===== src/rtl/dscope_pkg.sv =====
// Shared constants and state encoding for the serial DAC receive path.
// The DAC frame layout is MSB first: command field, then the 8-bit level, then don't-care bits.
package dscope_pkg;

    localparam int DAC_FRAME_BITS = 16;
    localparam int DAC_CMD_W      = 4;
    localparam int DAC_DATA_W     = 8;
    localparam logic [3:0] DAC_CMD_WRITE = 4'h3;
    localparam int DAC_LANES      = 4;

    typedef enum logic [1:0] {
        IDLE  = 2'd0,
        SHIFT = 2'd1,
        CHECK = 2'd2
    } dac_rx_state_t;

endpackage


===== src/rtl/dac_rx_lane.sv =====
// One serial lane: shift register, command/level decode and the held level register.
// The level loads only when the shared frame check commits a good frame.
module dac_rx_lane
    import dscope_pkg::*;
#(
    parameter int FRAME_BITS = DAC_FRAME_BITS,
    parameter int CMD_W      = DAC_CMD_W,
    parameter int DATA_W     = DAC_DATA_W,
    parameter logic [CMD_W-1:0] CMD_WRITE = CMD_W'(DAC_CMD_WRITE)
) (
    input  logic              adc_clk,
    input  logic              rst_n,
    input  logic              shift_en,
    input  logic              d,
    input  logic              commit,
    output logic              is_write,
    output logic [DATA_W-1:0] level
);

    logic [FRAME_BITS-1:0] sr;
    logic [CMD_W-1:0]      cmd;
    logic [DATA_W-1:0]     data;

    always_ff @(posedge adc_clk or negedge rst_n) begin
        if (!rst_n) begin
            sr <= '0;
        end else if (shift_en) begin
            sr <= {sr[FRAME_BITS-2:0], d};
        end
    end

    assign cmd      = sr[FRAME_BITS-1 -: CMD_W];
    assign data     = sr[FRAME_BITS-1-CMD_W -: DATA_W];
    assign is_write = (cmd == CMD_WRITE);

    always_ff @(posedge adc_clk or negedge rst_n) begin
        if (!rst_n) begin
            level <= '0;
        end else if (commit && is_write) begin
            level <= data;
        end
    end

endmodule


===== src/rtl/dac_serial_rx.sv =====
// Four-lane cs_n-framed serial receiver: shared frame FSM, bit counter and good-frame counter.
// The frame verdict is registered on the edge that enters CHECK, so results appear two edges after cs_n rises.
module dac_serial_rx
    import dscope_pkg::*;
#(
    parameter int FRAME_BITS = DAC_FRAME_BITS,
    parameter int CMD_W      = DAC_CMD_W,
    parameter int DATA_W     = DAC_DATA_W,
    parameter logic [CMD_W-1:0] CMD_WRITE = CMD_W'(DAC_CMD_WRITE)
) (
    input  logic              adc_clk,
    input  logic              rst_n,
    input  logic              i_dac_cs_n,
    input  logic              i_dac_data_0,
    input  logic              i_dac_data_1,
    input  logic              i_dac_data_2,
    input  logic              i_dac_data_3,
    output logic [DATA_W-1:0] o_level_0,
    output logic [DATA_W-1:0] o_level_1,
    output logic [DATA_W-1:0] o_level_2,
    output logic [DATA_W-1:0] o_level_3,
    output logic              o_update,
    output logic [3:0]        o_lane_wr,
    output logic              o_frame_err,
    output logic              o_busy,
    output logic [15:0]       o_frame_cnt,
    output dac_rx_state_t     dbg_state
);

    localparam int CNT_W = $clog2(FRAME_BITS + 2);
    localparam logic [CNT_W-1:0] CNT_GOOD = CNT_W'(FRAME_BITS);
    localparam logic [CNT_W-1:0] CNT_OVR  = CNT_W'(FRAME_BITS + 1);

    logic                  cs_q;
    logic                  cs_prev;
    logic [3:0]            d_q;
    logic                  cs_fall;
    dac_rx_state_t         state, state_d;
    logic [CNT_W-1:0]      bit_cnt, bit_cnt_d;
    logic                  shift_en;
    logic                  frame_end;
    logic                  frame_good;
    logic                  frame_bad;
    logic [3:0]            lane_is_write;
    logic [DATA_W-1:0]     lane_level [DAC_LANES];
    logic [15:0]           frame_cnt_q;

    // cs_prev resets high so a cs_n held low through reset still reads as a falling edge
    always_ff @(posedge adc_clk or negedge rst_n) begin
        if (!rst_n) begin
            cs_q    <= 1'b1;
            cs_prev <= 1'b1;
            d_q     <= '0;
        end else begin
            cs_q    <= i_dac_cs_n;
            cs_prev <= cs_q;
            d_q     <= {i_dac_data_3, i_dac_data_2, i_dac_data_1, i_dac_data_0};
        end
    end

    assign cs_fall = cs_prev & ~cs_q;

    always_ff @(posedge adc_clk or negedge rst_n) begin
        if (!rst_n) begin
            state   <= IDLE;
            bit_cnt <= '0;
        end else begin
            state   <= state_d;
            bit_cnt <= bit_cnt_d;
        end
    end

    always_comb begin
        state_d   = state;
        bit_cnt_d = bit_cnt;
        shift_en  = 1'b0;
        frame_end = 1'b0;
        case (state)
            IDLE, CHECK: begin
                if (cs_fall) begin
                    state_d   = SHIFT;
                    shift_en  = 1'b1;
                    bit_cnt_d = CNT_W'(1);
                end else begin
                    state_d = IDLE;
                end
            end
            SHIFT: begin
                if (cs_q) begin
                    state_d   = CHECK;
                    frame_end = 1'b1;
                end else begin
                    shift_en  = 1'b1;
                    bit_cnt_d = (bit_cnt == CNT_OVR) ? CNT_OVR : bit_cnt + CNT_W'(1);
                end
            end
            default: state_d = IDLE;
        endcase
    end

    assign frame_good = frame_end && (bit_cnt == CNT_GOOD);
    assign frame_bad  = frame_end && (bit_cnt != CNT_GOOD);

    for (genvar i = 0; i < DAC_LANES; i++) begin : g_lane
        dac_rx_lane #(
            .FRAME_BITS (FRAME_BITS),
            .CMD_W      (CMD_W),
            .DATA_W     (DATA_W),
            .CMD_WRITE  (CMD_WRITE)
        ) u_lane (
            .adc_clk  (adc_clk),
            .rst_n    (rst_n),
            .shift_en (shift_en),
            .d        (d_q[i]),
            .commit   (frame_good),
            .is_write (lane_is_write[i]),
            .level    (lane_level[i])
        );
    end

    always_ff @(posedge adc_clk or negedge rst_n) begin
        if (!rst_n) begin
            o_lane_wr   <= '0;
            o_update    <= 1'b0;
            o_frame_err <= 1'b0;
            frame_cnt_q <= '0;
        end else begin
            o_lane_wr   <= frame_good ? lane_is_write : 4'b0000;
            o_update    <= frame_good && (|lane_is_write);
            o_frame_err <= frame_bad;
            if (frame_good) begin
                frame_cnt_q <= frame_cnt_q + 16'd1;
            end
        end
    end

    assign o_level_0   = lane_level[0];
    assign o_level_1   = lane_level[1];
    assign o_level_2   = lane_level[2];
    assign o_level_3   = lane_level[3];
    assign o_frame_cnt = frame_cnt_q;
    assign o_busy      = (state != IDLE);
    assign dbg_state   = state;

endmodule


===== config.mk =====
export PLATFORM = sky130hd
export DESIGN_NAME = dac_serial_rx
export DESIGN_NICKNAME = d
export VERILOG_FILES = /design/src/rtl/dscope_pkg.sv /design/src/rtl/dac_rx_lane.sv /design/src/rtl/dac_serial_rx.sv
export SDC_FILE = /design/constraint.sdc
export NUM_CORES = 1
export LEC_CHECK = 0
export ABC_AREA = 1
export CAP_MARGIN = 0
export CORE_MARGIN = 2
export CORE_UTILIZATION = 50
export CTS_CLUSTER_DIAMETER = 50
export CTS_CLUSTER_SIZE = 14
export DETAILED_ROUTE_END_ITERATION = 7
export DONT_BUFFER_PORTS = 1
export SYNTH_ARGS = -nofsm -noshare
export SYNTH_HDL_FRONTEND = slang
export SYNTH_HIERARCHICAL = 1
export SYNTH_SLANG_ARGS = --single-unit

===== constraint.sdc =====
create_clock -name adc_clk -period 1.85 [get_ports adc_clk]
set_input_delay 0.37 -clock adc_clk [delete_from_list [all_inputs] [get_ports adc_clk]]
set_output_delay 0.37 -clock adc_clk [all_outputs]
set_load 0.02 [all_outputs]

==> results of run 1 <==
[sequential cells by signal, summed over array words and instances (netlist names)]
name,cells
o_lane_wr,4
o_frame_cnt,16
bit_cnt,5
g_lane.u_lane/sr,64
o_update,1
dbg_state,2
cs_q,1
g_lane.u_lane/level,32
o_frame_err,1
d_q,4
cs_prev,1
[cell families after synthesis]
group	after synthesis
AOI/OAI and AO/OA	66
xor gates and xnor gates	11
adders and majority gates	4
buffers and inverters	73
DFF	131
muxes	8
and+or+nand+nor	269
[synthesized netlist by cell type (5+ instances only)]
master   count  share of area
nand2_1    148           0.10
dfrtp_1    129           0.59
inv_1       50          0.034
nor2_1      49          0.033
nand4_1     38          0.043
o21ai_0     35          0.032
a21oi_1     28          0.026
buf_2       12          0.011
nand3_1     11          0.010
mux2_2       8          0.016
xnor2_1      6         0.0096
nand3_4      5          0.016
nor2_8       5          0.018
nor3_1       5         0.0046
xor2_1       5         0.0080
[cells in the final DEF (no fill, tap or decap)]
| cell | n |
|---|---|
| clkbuf_1 | 1 |
| buf_4 | 4 |
| dfrtp_1 | 129 |
| o22ai_1 | 1 |
| xor2_1 | 5 |
| clkinv_2 | 5 |
| nor3_2 | 1 |
| nor2_2 | 1 |
| nand3b_1 | 1 |
| nand3_4 | 5 |
| mux2_2 | 8 |
| nor3_1 | 5 |
| dfstp_2 | 2 |
| dlygate4sd3_1 | 5 |
| nor2_4 | 2 |
| ha_1 | 4 |
| xnor2_1 | 6 |
| buf_12 | 3 |
| a41oi_1 | 1 |
| clkinv_4 | 3 |
| o21ai_0 | 35 |
| a22oi_1 | 1 |
| or2_4 | 1 |
| nand2_4 | 3 |
| nor2_1 | 49 |
| clkinvlp_4 | 3 |
| nand2_1 | 147 |
| nor2_8 | 5 |
| nand4_1 | 38 |
| a21oi_1 | 28 |
| bufinv_16 | 5 |
| clkbuf_16 | 16 |
| nand3_1 | 11 |
| clkbuf_8 | 3 |
| inv_1 | 50 |
| inv_2 | 2 |
[repair_timing]
item	CTS	global route
endpoints found under the hold margin	136	131
setup endpoints to repair	1	0
gates resized for setup	1	0
[final cells by class]
type                    count  area, um^2  share of cell area
repair buffers             12       140.1             0.02202
multi-input cells         358        1904              0.2992
flip-flops and latches    131        3281              0.5154
clock buffers              20       445.4             0.06998
inverters                  56       215.2             0.03381
well taps                 140       175.2             0.02752
clock inverters            12       203.9             0.03204
[layer usage]
metal / global-route usage / vias up / wire length [um]
met5: 0 / - / 0
met4: 0.08516 / 0 / 105
met3: 0.05320 / 11 / 374
met2: 0.2763 / 65 / 4696
met1: 0.2433 / 1696 / 4427
li1: - / 1855 / -
[how the worst min path moves through the flow]
stage                from              end  slack (ps)
global route        rst_n  o_frame_cnt[14]        -490
global placement    rst_n  o_frame_cnt[11]          80
floorplan           rst_n       bit_cnt[0]          70
CTS                 rst_n     dbg_state[0]        -490
finish              rst_n  o_frame_cnt[12]        -450
detailed placement  rst_n  o_frame_cnt[11]          80
[report_power, final]
group / switching, mW / internal, mW / total (mW)
logic: 0.739 / 0.460 / 1.20
registers: 0.501 / 3.48 / 3.98
clock network: 1.20 / 2.40 / 3.60
total: 2.45 / 6.34 / 8.79
[through the flow]
stage	utilization	worst slack (ps)	hold WS, ps	std cells
floorplan	-	122.1	74.41	562
detailed placement	0.5247	192.4	76.99	692
CTS	0.5897	60.74	-487.4	729
global placement	0.5247	267.3	77.24	692
global route	0.5897	54.07	-486.7	729
finish	0.5897	99.31	-453.9	729
==> impl_results.md, run 1 <==
* Status: finished, violations left
* Violated checks: negative hold slack
* LEAKAGE at 3.037 nW
* Final hold vios at 131
* # diodes at 0
* WP data arrival at 1380 ps
* Final period utilization at 0.9463
* CP Buf/Inv Count at 1
* Synth Area in Compound Gates at 0.06152
* Placed Area at 0.005663 mm^2
* Nets@finish at 587
* Yosys Warn Count at 6
* Setup_tns at 0 ps
* Max-slew headroom at the worst pin at 0.7566
* Core Box Area at 0.01079 mm^2
* Clk slew on worst S/H paths at 60 ps
* Setup CP Type: reg2out
* Total track usage at 0.1827
* Async set or reset register ratio after synthesis at 1.000
* CTS buffer count at 17
* Postcts setup bufs at 0
* Hold crit path type: in2async
* Via Count at 3627
* Worst Setup SP: dbg_state[1]
* CP Launch Type: flip-flop
* Starting Density at 0.5088
* DRC Markers at 0
* Syn Std Cell Area at 0.005492 mm^2
* Die width at 108.8 um
* Fmax at 0.5712 GHz
* Worst Reg-to-Reg Cells at 8
* Final HPWL DP at 6382 um
* Max-cap violations at 0
* # IOs at 64
* Synth cell types at 30
* DRT iter0 DRCs at 246
* Site row count at 38
* Critical Path Slowest Stage Cell: dfrtp_1
* Share of cells above drive strength 1 at 0.1222
* Pwr dens at 1380 mW/mm^2
* Hold_buf cts at 5
* Ys flop type: dfrtp_1
* Drt wl/cell at 13.17 um
* Final Cell Area at 0.006365 mm^2
* Max-slew violations at 0
* Initial antenna violation count at 0
* Critical Path Fanout Max at 2
* Final setup viols at 0
* Total power at 8.787 mW
* Seq cells post-synth at 131
* Total wire length at 9604 um
* Crit path capture type: output pin
* Avg Inst Size Synth at 9.771 um^2
* Die H at 108.8 um
* First-pass GRT wire length at 16630 um
* Clk sink count at 131
* Worst EP required at 1480 ps
* Post-synth EDFFs at 0
* Setup Skew at 5.507 ps
* Smallest hold slack at -453.9 ps
* Fillers at 901
* Largest family of logic cells by synthesized area: simple AND/OR/NAND/NOR gates
* Gr ovfl total at 0
* Simple-Gate Fraction of Synth Area at 0.2404
* Vias in the first global route at 3478
* Fin crit period at 1751 ps
* Largest net degree at the start of global routing at 132
* Pre-antenna DRT Iters at 4
* PortBufs at 0
* RSZ-0062 raised after global routing: no
* Die area at 0.01184 mm^2
* Reg2reg setup slack at 210 ps
* Max incr delay on CP at 410 ps
* Post-Synth Adder-Cell Area at 0.009114
* TritonCTS clock tree: done
* DRT antenna net count at 0
* Syn_nets at 573
* Mux cell area share after synthesis at 0.01640
* Top delay family on crit path: flip-flops
* Worst setup path endpoint: o_busy
* R2R Path End: g_lane[1].u_lane/level[4]
* Clock Root Buffer: clkbuf_8
* Layout area overhead at 15.90%
* Worst Tran Pin Value at 365.2 ps
* Reg2reg start: bit_cnt[0]
* Clock Path Buffers at 2
* GP Congestion at 0.8286
* Area share of xor/xnor cells in the synthesized design at 0.01754
* Worst vdd rail ir drop at 0.8664 mV
* CP Depth at 2
* Register area share after synthesis at 0.5974
* Cells after synthesis at 562
* Worst-Skew Late Latency at 520 ps
* Critical path, cell by cell: buf_4 -> or2_4
* H-tree depth at 4
* Vias/cell at 4.975
No activity file was read; power rests on OpenSTA's default activity.
==> run 2: changes to the inputs <==
Clock period 1.85 ns to 2.26 ns, I/O delays scaled along.
==> impl_results.md, run 2 (synthesis results as in run 1) <==
* CTS buffer count at 17
* Critical path, cell by cell: or2_2
* Via Count at 3674
* Status: finished, violations left
* Die width at 108.8 um
* Max incr delay on CP at 500 ps
* DRC Markers at 0
* Most common cell after layout, fill and taps aside: nand2_1
* Pwr dens at 1155 mW/mm^2
* R2R Path End: g_lane[0].u_lane/sr[15]
* Layout area overhead at 16.25%
* Setup CP Type: reg2out
* Max-slew headroom at the worst pin at 0.7523
* Fin crit period at 1880 ps
* Setup_tns at 0 ps
* LEAKAGE at 3.050 nW
* Clk sink count at 131
* Initial antenna violation count at 0
* Crit path capture type: output pin
* Postcts setup bufs at 0
* Die area at 0.01184 mm^2
* Worst Reg-to-Reg Cells at 6
* # IOs at 64
* Final hold vios at 131
* Reg2reg start: dbg_state[0]
* Share of cells above drive strength 1 at 0.1210
* Gr ovfl total at 0
* Final period utilization at 0.8319
* Total wire length at 9548 um
* Worst Setup SP: dbg_state[1]
* Vias in the first global route at 3422
* Max-slew violations at 0
* Fmax at 0.5319 GHz
* Core Box Area at 0.01079 mm^2
* Nets@finish at 585
* Clock Path Buffers at 2
* Smallest hold slack at -381.2 ps
* Worst EP required at 1810 ps
* Max-cap violations at 0
* DRT iter0 DRCs at 209
* Final setup viols at 0
* WP data arrival at 1430 ps
* Clk slew on worst S/H paths at 60 ps
* Top delay family on crit path: flip-flops
* Reg2reg setup slack at 470 ps
* Worst vdd rail ir drop at 0.6935 mV
* Die H at 108.8 um
* Clock Root Buffer: clkbuf_8
* PortBufs at 0
* Worst-Skew Late Latency at 520 ps
* First-pass GRT wire length at 16230 um
* Violated checks: negative hold slack
* H-tree depth at 4
* Post-layout util at 0.5915
* Worst Tran Pin Value at 371.6 ps
* Final HPWL DP at 6282 um
* Hold_buf cts at 5
* CP Buf/Inv Count at 0
* Starting Density at 0.5088
* Critical Path Fanout Max at 3
* Final Cell Area at 0.006384 mm^2
* CTS resizes at 0
* Setup Skew at 4.615 ps
* CP Depth at 1
* Vias/cell at 5.054
* CP Launch Type: flip-flop
* TritonCTS clock tree: done
* Most frequent cells in the layout: 147 x nand2_1, 129 x dfrtp_1, 50 x inv_1
* Worst setup path endpoint: o_busy
* Critical Path Slowest Stage Cell: dfrtp_1
* GP Congestion at 0.8198
* RSZ-0062 raised after global routing: no
* DRT antenna net count at 0
* Drt wl/cell at 13.13 um
* Hold crit path type: in2async
* # diodes at 0
* Top reg by flops: g_lane.u_lane/sr
* Site row count at 38
* Largest register FFs at 64
* Largest net degree at the start of global routing at 132
* Pre-antenna DRT Iters at 4
* Total track usage at 0.1797
* Placed Area at 0.005648 mm^2
## run 2: how the worst min path moves through the flow
stage / start / endpoint / slack, ps / depth (start not counted)
finish: rst_n / o_frame_cnt[8] / -380 / 0
CTS: rst_n / o_frame_cnt[5] / -410 / 0
global placement: rst_n / o_frame_cnt[5] / 160 / 0
floorplan: rst_n / bit_cnt[0] / 160 / 0
detailed placement: rst_n / o_frame_cnt[8] / 160 / 0
global route: rst_n / bit_cnt[2] / -420 / 0
## run 2: metrics by stage
stage / hold slack (ps) / worst slack (ps) / power, mW / cells
CTS: -414.1 / 346.7 / 7.473 / 727
global placement: 159.0 / 518.8 / 4.223 / 690
global route: -416.9 / 345.3 / 7.801 / 727
detailed placement: 159.6 / 480.2 / 4.278 / 690
floorplan: 156.4 / 532.1 / 4.032 / 562
finish: -381.2 / 380.0 / 7.376 / 727
## run 2: per-layer routing
layer	wire (um)	global-route usage
met5	0	0
met4	175	0.07234
met3	435	0.06336
met2	4520	0.2817
met1	4417	0.2281
## run 2: power by group
| group | total, mW | internal (mW) | leakage [nW] | switching (mW) |
|---|---|---|---|---|
| combinational | 0.973 | 0.373 | 1.06 | 0.600 |
| clock | 3.14 | 2.15 | 0.331 | 0.992 |
| sequential | 3.26 | 2.85 | 1.66 | 0.409 |
| total | 7.38 | 5.37 | 3.05 | 2.00 |
## run 2: layout make-up
type / instances / area (um^2)
fillers: 913 / 4409
flip-flops and latches: 131 / 3281
multi-input cells: 358 / 1902
clock buffers: 18 / 427.9
clock inverters: 14 / 257.7
inverters: 56 / 215.2
well taps: 140 / 175.2
repair buffers: 10 / 125.1
